==> src/rtl/clz_normalize_pkg.sv <==
// Shared constants for the clz_normalize datapath slice.
package clz_normalize_pkg;
  localparam int DEF_WIDTH = 16;
endpackage

==> src/rtl/clz_normalize_clz.sv <==
// Leading-zero counter: counts zeros above the leading one of a 2*half_bits_in word.
module clz #(
  parameter int half_bits_in = 8,
  localparam int W  = 2 * half_bits_in,
  localparam int CW = $clog2(W)
) (
  input  logic [W-1:0]  data,
  output logic [CW-1:0] cnt,
  output logic          valid
);

  // Scan upward so the highest set bit is the last to write cnt.
  always_comb begin
    cnt   = '0;
    valid = 1'b0;
    for (int i = 0; i < W; i++) begin
      if (data[i]) begin
        cnt   = CW'(W - 1 - i);
        valid = 1'b1;
      end
    end
  end

endmodule

==> src/rtl/clz_normalize.sv <==
// Two-stage normaliser: left-justifies an unsigned word and reports its leading-one index.
module clz_normalize
  import clz_normalize_pkg::*;
#(
  parameter int WIDTH = DEF_WIDTH,
  parameter int EXP_W = $clog2(WIDTH)
) (
  input  logic             clk,
  input  logic             rst,
  input  logic             in_valid,
  output logic             in_ready,
  input  logic [WIDTH-1:0] in_data,
  output logic             out_valid,
  input  logic             out_ready,
  output logic [WIDTH-1:0] out_mant,
  output logic [EXP_W-1:0] out_exp,
  output logic             out_zero
);

  logic             stall;
  logic [EXP_W-1:0] lz_in;
  logic             nz_in;

  logic             valid_a, valid_b;
  logic [WIDTH-1:0] data_a, mant_b;
  logic [EXP_W-1:0] lz_a, exp_b;
  logic             zero_a, zero_b;

  logic [WIDTH-1:0] shl [EXP_W+1];
  logic [EXP_W-1:0] exp_a;

  clz #(.half_bits_in(WIDTH / 2)) u_clz (
    .data  (in_data),
    .cnt   (lz_in),
    .valid (nz_in)
  );

  assign stall    = valid_b & ~out_ready;
  assign in_ready = ~stall;

  assign shl[0] = data_a;
  for (genvar k = 0; k < EXP_W; k++) begin : g_shift
    assign shl[k+1] = lz_a[k] ? (shl[k] << (2 ** k)) : shl[k];
  end

  // A zero word has no leading one; force the index to 0 rather than WIDTH-1-lz.
  assign exp_a = zero_a ? '0 : (EXP_W'(WIDTH - 1) - lz_a);

  always_ff @(posedge clk or posedge rst) begin
    if (rst) begin
      valid_a <= 1'b0;
      data_a  <= '0;
      lz_a    <= '0;
      zero_a  <= 1'b0;
      valid_b <= 1'b0;
      mant_b  <= '0;
      exp_b   <= '0;
      zero_b  <= 1'b0;
    end else if (!stall) begin
      valid_a <= in_valid;
      data_a  <= in_data;
      lz_a    <= lz_in;
      zero_a  <= ~nz_in;
      valid_b <= valid_a;
      mant_b  <= shl[EXP_W];
      exp_b   <= exp_a;
      zero_b  <= zero_a;
    end
  end

  assign out_valid = valid_b;
  assign out_mant  = mant_b;
  assign out_exp   = exp_b;
  assign out_zero  = zero_b;

endmodule

==> config.mk <==
export PLATFORM = sky130hd
export DESIGN_NAME = clz_normalize
export DESIGN_NICKNAME = d
export VERILOG_FILES = /design/src/rtl/clz_normalize_pkg.sv /design/src/rtl/clz_normalize_clz.sv /design/src/rtl/clz_normalize.sv
export SDC_FILE = /design/constraint.sdc
export NUM_CORES = 1
export LEC_CHECK = 0
export CAP_MARGIN = 20
export CORE_ASPECT_RATIO = 1.4
export CORE_UTILIZATION = 42
export DETAILED_ROUTE_END_ITERATION = 7
export PLACE_DENSITY_LB_ADDON = 0.1
export SETUP_SLACK_MARGIN = 0.4
export SLEW_MARGIN = 20
export SYNTH_ARGS = -nofsm -noshare
export SYNTH_HDL_FRONTEND = slang
export SYNTH_SLANG_ARGS = --single-unit
==> constraint.sdc <==
create_clock -name clk -period 2.7 [get_ports clk]
set_input_delay 0.675 -clock clk [delete_from_list [all_inputs] [get_ports clk]]
set_output_delay 0.675 -clock clk [all_outputs]
set_load 0.02 [all_outputs]
# After elaboration in Yosys (flattened, before gate mapping)
# Cells that the tools add are included.
dict set report op_classes {
  add_sub_neg 1
  mux 37
  n_bitwise 4
}
# op count
set ops {}
lappend ops {{$mux 4} 17}
lappend ops {{$mux 16} 4}
lappend ops {{$mux 1} 16}
lappend ops {{$sub 4x4->4 const A} 1}
lappend ops {{$not 1->1} 3}
lappend ops {{$and 1x1->1} 1}
dict set report word_totals {
  reg_bits 44
  in_bits 20
}

# Depth between registers and ports, before layout
# Gate-level depths: netlist of the first run.
dict set report depth {
  ltp_word 17
  ltp_mapped 6
}

# Hierarchy
# Synthesis of the first run repeated with hierarchy kept, for this count alone.
dict set report hier_totals {
  cells_unflattened 258
  area_unflattened_um2 2414.8
}
# mod n_inst cells_each area_each_um2 seq_area_each_um2
set by_module_without_submodules {}
lappend by_module_without_submodules {clz_normalize 1 225 2235.9 1101.1}
lappend by_module_without_submodules {clz 1 33 178.9 0.0}

# Worst setup path after synthesis of the first run
# No wires, ideal clock.
dict set report synth_timing {
  path_kind {input-to-output}
  from {input out_ready}
  to {output in_ready}
  t_arrival_ps 1350
  slack_ps 675
  stages 4
  path_cell_list {nor2b_2 inv_1 buf_6 clkbuf_1}
}
dict set report synth_between {
  elab_chain_len 3
}
# item line
set synth_rtl {}
lappend synth_rtl {{start: declaration} clz_normalize.sv:14} ;# input logic out_ready,
lappend synth_rtl {{$not 1->1} clz_normalize.sv:38} ;# assign stall = valid_b & ~out_ready;
lappend synth_rtl {{$and 1x1->1} clz_normalize.sv:38}
lappend synth_rtl {{$not 1->1} clz_normalize.sv:39} ;# assign in_ready = ~stall;
lappend synth_rtl {{end: declaration} clz_normalize.sv:11} ;# output logic in_ready,
# Every way passes these cells.

# Worst setup path after layout of the first run
# Same ends and word-level chain as after synthesis.

==> run_results.csv, run 1 <==
group,metric,value,unit
pwr,power,0.00203,W
job,maxCapViolCount,0,
logic_synthesis,yosysSeqAreaShare,0.458,
logic_synthesis,synthTopCellsByArea,"dfrtp_1, mux4_2, nand2_1, a22o_1, buf_6",
final_layout,layout_common_cells,"nand2_1, dfrtp_1, clkdlybuf4s50_1, nor2_1",
logic_synthesis,synth.distinct_cells,39,
logic_synthesis,synth_cells,228,
drt,wl_per_cell,15.4,µm
critical_path,path_cells,"clkdlybuf4s50_1, nor2b_4, inv_1, buf_2",
final_layout,final_common_cell,"nand2_1",
logic_synthesis,synthArstFlopShare,1.00,
place,dpl.cell_count,327,
clock_tree,cts_hold_buf,0,
sta,timing.final.crit_share,0.801,
logic_synthesis,syn-num-nets,248,
sta,slew_headroom,0.492,
final_layout,finalNonFillerCells,335,
logic_synthesis,synth.avg_cell_area,10.5,µm²
pwr,p_leak,1.23,nW
clock_tree,cts.clk_slew.worst_paths,0.07,ns
floorplanning,dieArea,6030,µm²
global_routing,grt_overflow,0,
critical_path,critical_path.max_stage_delay,0.51,ns
hold_path,worstHoldStart,"valid_a",
logic_synthesis,synth_warnings,0,
drt,vias_per_cell,5.53,
clock_tree,clockBufferDepth,2,
critical_path,critPathBufInv,3,
floorplanning,pin_count,43,
clock_tree,clock-sinks,44,
critical_path,critPathSlowestCell,"clkdlybuf4s50_1",
sta,setup_viol,0,
drt,drc,0,
clock_tree,cts_root_buf,"clkbuf_8",
clock_tree,clk_latency,0.30,ns
hold_path,holdCritPathClass,"reg2reg",
logic_synthesis,ys_ff_latch,44,
place,dp_hpwl,3720,µm
place,port_buffers,42,
drt,drt_iter0_markers,140,
floorplanning,die_y,91.5,µm
sta,fin_tns_setup,0,ns
drt,wirelength,5170,µm
final_layout,layout.nets,286,
sta,fmax,463,MHz
critical_path,crit_required,2.03,ns
critical_path,crit_fanout,2,
final_layout,utilization,0.528,
sta,drv_slew,0,
sta,whs,0.467,ns
global_routing,grt_pass1_wl,9190,µm
critical_path,crit_arrival,1.49,ns
drt,first_pass_iters,4,
clock_tree,h-tree-depth,2,
logic_synthesis,synth-edff-count,0,
critical_path,cp-start-kind,"input port",
sta,period_needed,2.16,ns
logic_synthesis,synthesis.area,2400,µm²
final_layout,diodes,0,
run_status,status,"complete, no violations",
pwr,powerDensity,697,nW/µm²
floorplanning,placementRows,32,
drt,drt.antenna.violating_nets,0,
critical_path,crit_path_start,"out_ready",
critical_path,cp_top_family,"buffers and inverters",
sta,rsz0062_at_grt,"no",
global_routing,grtUsageTotal,0.201,
logic_synthesis,synthFlopType,"dfrtp_1",
place,gp_congestion,0.830,
sta,tightestPinTransition,0.761,ns
critical_path,regToRegStartpoint,"lz_a[0]",
critical_path,end_kind,"primary output",
logic_synthesis,yosysTopAreaCellShare,0.458,
clock_tree,cts_buffers,5,
final_layout,fillers,548,
global_routing,grt_max_degree,50,
critical_path,worstSetupPathType,"in2out",
sta,hold_viol,0,
final_layout,layout-drive-gt1-share,0.124,
pwr,ir_worst_vdd,291,µV
global_routing,antenna_found_initial,0,
clock_tree,cts_tree,"built",
global_routing,grt_pass1_vias,1910,
floorplanning,core-area,5530,µm²
floorplanning,start_util,0.435,
floorplanning,die_width,65.9,µm
final_layout,syn2layout_area_growth,21.4,%
drt,dr_total_vias,1852,
sta,skew,0.00915,ns
logic_synthesis,synth_area_leader_cell,"dfrtp_1",
[metal layers]
| layer | global-route usage | up-vias | wire [µm] |
|---|---|---|---|
| li1 | - | 894 | - |
| met1 | 0.251 | 909 | 2220 |
| met2 | 0.332 | 39 | 2670 |
| met3 | 0.0377 | 10 | 157 |
| met4 | 0.0851 | 0 | 117 |
| met5 | 0 | - | 0 |
[final timing paths]
path,endpoint,depth (start not counted),slack [ns]
max,in_ready,4,0.54
min,valid_a,2,0.47
max reg2reg,out_mant[15],4,0.82
min reg2reg,valid_a,2,0.47
max in group asynchronous,lz_a[0],3,1.48
min in group asynchronous,out_mant[6],3,0.81
[state kept, by name, indices dropped and copies added, names as in the netlist]
signal / count
out_valid: 1
out_zero: 1
valid_a: 1
out_exp: 4
out_mant: 16
lz_a: 4
data_a: 16
zero_a: 1
[cell usage after synthesis, types with 3 or more instances]
master	instances
a21oi_1	12
a22o_1	8
a22oi_1	3
buf_6	6
clkbuf_1	6
dfrtp_1	44
inv_1	4
mux2_2	4
mux2i_1	6
mux4_2	12
nand2_1	62
nand2b_1	3
nor2_1	13
nor2b_1	4
nor3_1	3
nor4_1	5
o21ai_0	4
o31ai_1	5
[cells by family after synthesis]
kind of cell | after synthesis | share of synthesized area
compound gates | 46 | 0.141
flops | 44 | 0.458
mux | 24 | 0.173
simple gates | 95 | 0.173
buf+inv | 19 | 0.0547
[where the power goes]
part | internal [W] | leakage [nW] | switching, W
combinational | 0.000379 | 0.658 | 0.000335
sequential | 0.000777 | 0.530 | 0.000110
clock | 0.000208 | 0.0445 | 0.000223
[final cells by class]
cell class | count | area (µm²) | area share
Clock buffer | 7 | 86.3 | 0.0296
Clock inverter | 1 | 7.51 | 0.00257
Inverter | 4 | 15.0 | 0.00515
Multi-Input combinational cell | 165 | 1170 | 0.403
Sequential cell | 44 | 1100 | 0.378
Tap cell | 68 | 85.1 | 0.0292
Timing Repair Buffer | 46 | 445 | 0.153
[through the flow]
step | worst slack (ns) | cell area, µm²
after floorplan | 0.675 | 2400
after global placement | 0.0920 | 2830
after detailed placement | 0.0973 | 2830
after CTS | 0.429 | 2920
after global routing | 0.458 | 2920
final | 0.538 | 2920
[what timing repair did]
action                     4_1_cts  5_1_grt
setup buffers                    0        0
resized for setup                3        2
setup endpoints to repair        1        2
cloned                           0        0
[tightest hold or removal path: cells and delay by family (launching register included)]
family	cells	cell delay (ns)
and+or+nand+nor	2	0.10
DFF	1	0.34
Note: power is estimated with default switching activity, not from simulation.
==> inputs of run 2 (changes only) <==
==> constraint.sdc (replaced) <==
create_clock -name clk -period 1.9 [get_ports clk]
set_input_delay 0.475 -clock clk [delete_from_list [all_inputs] [get_ports clk]]
set_output_delay 0.475 -clock clk [all_outputs]
set_load 0.02 [all_outputs]
==> run 2 against run 1 <==
Net effect:
- register-to-register slack got worse by 0.65 ns
- total power up 54%
- flip-flop and latch count stayed put
- critical endpoint is now out_mant[13]
- global-route usage is 1.0 points higher
- clock skew fell by 0.0033 ns
- cell count grew 8.1%
- core utilization rose by 7.1 points
==> run_results.csv, run 2 (synthesized netlist as in run 1, its figures left out) <==
group,metric,value,unit
global_routing,grt_overflow,0,
floorplanning,dieArea,6030,µm²
pwr,ir_worst_vdd,442,µV
drt,drt.antenna.violating_nets,0,
final_layout,fillers,539,
sta,timing.final.crit_share,0.912,
drt,first_pass_iters,4,
final_layout,final_common_cell,"nand2_1",
critical_path,r2r-end,"out_mant[13]",
pwr,p_int,0.00210,W
floorplanning,placementRows,32,
floorplanning,die_width,65.9,µm
critical_path,crit_arrival,1.93,ns
floorplanning,die_y,91.5,µm
drt,wl_per_cell,15.5,µm
global_routing,antenna_found_initial,0,
pwr,powerDensity,945,nW/µm²
global_routing,grtUsageTotal,0.211,
clock_tree,cts_tree,"built",
pwr,p_leak,1.47,nW
pwr,power.switching,0.00102,W
drt,wirelength,5590,µm
final_layout,seqCellArea,1100,µm²
floorplanning,start_util,0.435,
global_routing,grt_pass1_wl,9650,µm
hold_path,holdCritPathClass,"reg2reg",
critical_path,crit_path_start,"lz_a[0]",
drt,drc,0,
run_status,status,"complete, no violations",
clock_tree,clk_latency,0.30,ns
critical_path,cp-endpoint,"out_mant[13]",
clock_tree,clockBufferDepth,2,
final_layout,diodes,0,
place,gp_congestion,0.908,
final_layout,multiInputGateArea,1270,µm²
sta,rsz0062_at_grt,"yes",
critical_path,crit_fanout,6,
final_layout,layout-drive-gt1-share,0.282,
pwr,swShare,0.328,
global_routing,grt_max_degree,50,
final_layout,layout.nets,313,
sta,slew_headroom,0.699,
pwr,power,0.00313,W
clock_tree,cts_hold_buf,0,
pwr,clock_power_share,0.233,
critical_path,cp-start-kind,"register",
clock_tree,cts_root_buf,"clkbuf_8",
place,dp_hpwl,4120,µm
clock_tree,cts_buffers,5,
job,maxCapViolCount,0,
clock_tree,clock-sinks,44,
floorplanning,pin_count,43,
floorplanning,core-area,5530,µm²
drt,vias_per_cell,5.43,
critical_path,crit_required,2.09,ns
sta,period_needed,1.73,ns
final_layout,layout_common_cells,"nand2_1, dfrtp_1, buf_4, clkdlybuf4s15_1, mux4_2",
sta,drv_slew,0,
drt,dr_total_vias,1965,
sta,tightestPinTransition,0.452,ns
sta,setup_viol,0,
sta,skew,0.00586,ns
critical_path,ff2ff_setup_slack,0.17,ns
clock_tree,cts.clk_slew.worst_paths,0.09,ns
critical_path,regToRegStartpoint,"lz_a[0]",
sta,hold_viol,0,
final_layout,syn2layout_area_growth,37.7,%
pwr,pwr-share-seq,0.398,
sta,fmax,577,MHz
critical_path,reg2reg_depth,4,
critical_path,end_kind,"register",
place,port_buffers,42,
pwr,combPwrFrac,0.370,
drt,drt_iter0_markers,59,
global_routing,grt_pass1_vias,2014,
critical_path,worstSetupPathType,"reg2reg",
clock_tree,h-tree-depth,2,
sta,fin_tns_setup,0,ns
==> run 2: layer usage <==
layer | global-route usage | vias up | wire length (µm)
met2 | 0.369 | 47 | 3070
met1 | 0.247 | 960 | 2210
li1 | - | 948 | -
met4 | 0.0851 | 0 | 121
met5 | 0 | - | 0
met3 | 0.0377 | 10 | 195
==> run 2: through the flow <==
stage	setup slack (ns)	cells	hold WS, ns	util	instance area [µm²]
6_report	0.167	362	0.467	0.599	3310
2_1_floorplan	0.319	228	0.430	-	2420
3_5_place_dp	-0.272	350	0.448	0.549	3030
3_3_place_gp	-0.282	350	0.445	0.549	3030
4_1_cts	0.172	361	0.468	0.581	3210
5_1_grt	0.120	362	0.508	0.599	3310
==> run 2: worst max-delay path, stage by stage, from the launching register on <==
cell and delay, ns:
dfrtp_2 0.45, buf_12 0.14, mux4_2 0.52, mux2_4 0.30, o221a_1 0.20
==> run 2: power by group through the flow <==
stage               Sequential (W)  Clock, W  Combinational [W]
floorplan                  0.00136         0           0.000554
global placement           0.00125         0            0.00112
detailed placement         0.00126         0            0.00113
CTS                        0.00124  0.000754            0.00111
global route               0.00127  0.000786            0.00125
finish                     0.00124  0.000727            0.00116
==> run 2: how the worst min path moves through the flow <==
stage               startpoint        end  slack [ns]  cells past startpoint
floorplan              valid_a    valid_a        0.43                      2
global placement       valid_a    valid_a        0.44                      2
detailed placement     valid_a    valid_a        0.45                      2
CTS                    valid_a    valid_a        0.47                      2
global route        in_data[0]  data_a[0]        0.51                      3
finish                 valid_a    valid_a        0.47                      2
==> run 2: cell type report <==
cell class,instances,area share
inverters,4,0.00568
repair buffers,73,0.216
clock inverters,3,0.0129
flip-flops and latches,44,0.334
multi-input cells,165,0.385
clock buffers,5,0.0208
well taps,68,0.0257
==> run 2: timing repair <==
item / 4_1_cts / 5_1_grt
cloned: 1 / 0
setup endpoints to repair: 56 / 42
resized for setup: 49 / 42
buffers inserted: 2 / 1
pin swaps: 6 / 4
==> variant, RTL diff (flow settings as in run 2) <==
The package constant `DEF_WIDTH` goes from 16 to 32.
--- a/src/rtl/clz_normalize_pkg.sv
+++ b/src/rtl/clz_normalize_pkg.sv
@@ -1,5 +1,5 @@
 // Shared constants for the clz_normalize datapath slice.
 package clz_normalize_pkg;
-  localparam int DEF_WIDTH = 16;
+  localparam int DEF_WIDTH = 32;
 endpackage
 
Interface: changed (resized in_data, out_exp and out_mant); port bits go from 43 to 76. No check against the original RTL was run, so the function may have changed too.
==> variant against run 2 <==
The flow now finishes with violations (negative setup slack). Final area increased by 120%. Non-clock buffer count rose by 126. Wire length increased to 2.6 times the old value. Synthesized area increased by 96%. Setup slack worse by 0.32 ns. Sequential power grew 79%. Final cell count is 130% higher. Fmax down 15%. Critical path depth rose by 2. Sequential cell count rose by 34. Power rose by 120%. Sequential share of layout area is 6.0 points lower. Largest power group is now combinational logic. Highest routed layer unchanged.
==> variant: results (changes against run 2) <==
Outcome
  – Outcome: complete, but fails checks
  – Violated checks: negative setup slack

Pwr
  – Pleak: 0.00327 uW (+120%)

STA
  – # setup viols final: 11 (+11)
  – Final worst slack: -0.149 ns (-0.317 ns)
  – Slew @ Worst Pin: 0.644 ns (+0.192 ns)
  – Fin Setup TNS: -0.800 ns (-0.800 ns)

Final layout
  – Fillers: 914 (+70%)
  – # nets final: 727 (+130%)

Placement
  – Port-buffer cells: 75 (+79%)

Route
  – Post-DR wirelength/cell: 17.5 um (+13%)
  – Met3 routed WL: 618 um (+220%)
  – Pre-antenna DRT Iters: 5 (+1)
  – M1 WL: 5710 um (+160%)
  – Initial DRC count: 205 (+250%)
  – Vias per cell: 5.59 (+3.0%)

Global route
  – Vias in the first global route: 4855 (+140%)
  – Largest net degree at the start of global routing: 44 (-12%)
  – GRT Resource Usage Total: 0.265 (+0.0535)
  – Global-route wire length before repair: 23800 um (+150%)

Setup path
  – Crit path DAT: 2.27 ns (+0.34 ns)
  – R2R depth: 6 (+2)
  – Critical path peak fanout: 12 (+6)
  – Max incr delay on CP: 0.57 ns (+0.05 ns)

Yosys
  – Synth top cells by count: nand2_1 (121), dfrtp_1 (78), nor2_1 (42)
  – Sequential area share after synthesis: 0.415 (-0.0433)
  – Synth Net Count: 549 (+120%)

Clocking
  – TritonCTS buffer count: 9 (+4)
  – Clk slew on worst S/H paths: 0.06 ns (-0.03 ns)
  – Clock insertion delay at the later pin of the skew report: 0.34 ns (+0.04 ns)

Min path
  – WHS Path Cells: 4 (+2)
  – Hold Crit Class: in -> reg
variant: cell types whose count changed after synthesis, sizes merged, moves of 16 or more:
cell | run 2 | this run
mux2 | 5 | 21
dfrtp | 44 | 78
o21ai | 6 | 30
nand2 | 62 | 121
mux2i | 6 | 25
nor2 | 13 | 42
variant: worst min-delay path, cell delays in order:
cell and delay [ns]:
buf_6 0.07, buf_4 0.10, nand2_1 0.04, nand2_1 0.05
variant: layout make-up:
type | instances | area, um^2 | share of cell area
timing repair buffer | 199 | 1640 | 0.230
tap | 141 | 176 | 0.0247
multi-input combinational | 388 | 2990 | 0.418
inverter | 15 | 62.6 | 0.00876
clock inverter | 2 | 37.5 | 0.00525
clock buffer | 14 | 284 | 0.0398
sequential | 78 | 1950 | 0.274
variant: kinds of logic after synthesis:
logic type,share of synthesized area
compound gates,0.188
mux,0.165
simple gates,0.181
buf+inv,0.0500
flops,0.415
variant: stage by stage:
step | area [um^2] | cells | setup slack (ns) | utilization | hold slack, ns
floorplan | 4830 | 513 | -0.0437 | - | 0.430
global placement | 6410 | 803 | -0.369 | 0.590 | 0.447
detailed placement | 6410 | 803 | -0.397 | 0.590 | 0.455
CTS | 7070 | 832 | -0.133 | 0.651 | 0.460
global route | 7140 | 837 | -0.202 | 0.657 | 0.457
finish | 7140 | 837 | -0.149 | 0.657 | 0.435
variant: path summary, 6_finish.rpt:
path                                      from                        to  slack, ns
setup reg to reg           lz_a[0]$_DFFE_PP0N_  out_mant[20]$_DFFE_PP0N_      -0.15
max in group asynchronous                  rst     data_a[9]$_DFFE_PP0N_       0.92
setup / recovery           lz_a[0]$_DFFE_PP0N_  out_mant[20]$_DFFE_PP0N_      -0.15
min in group asynchronous                  rst    out_exp[3]$_DFFE_PP0N_       0.50
hold / removal                     in_data[11]    data_a[11]$_DFFE_PP0N_       0.44
hold reg to reg            valid_a$_DFFE_PP0N_       valid_a$_DFFE_PP0N_       0.47
variant: power by group through the flow:
stage	logic, uW	clock network, uW	registers, uW
final	2910	1810	2220
after global placement	2700	0	2220
after CTS	2850	1830	2220
after floorplan	1260	0	2470
after global routing	3120	1900	2270
after detailed placement	2740	0	2240
variant: timing repair:
| action | 4_1_cts | 5_1_grt |
|---|---|---|
| hold buffers | 0 | 0 |
| setup endpoints to repair | 105 | 67 |
| buffers inserted | 13 | 5 |
| gates resized for setup | 178 | 85 |
| pin swaps | 22 | 21 |
| gates cloned | 0 | 0 |
variant: per-layer routing:
metal  vias up  GRT usage
li1       2230          -
met1      2248      0.301
met2       148      0.459
met3        52     0.0500
met4         0      0.158
met5         -          0
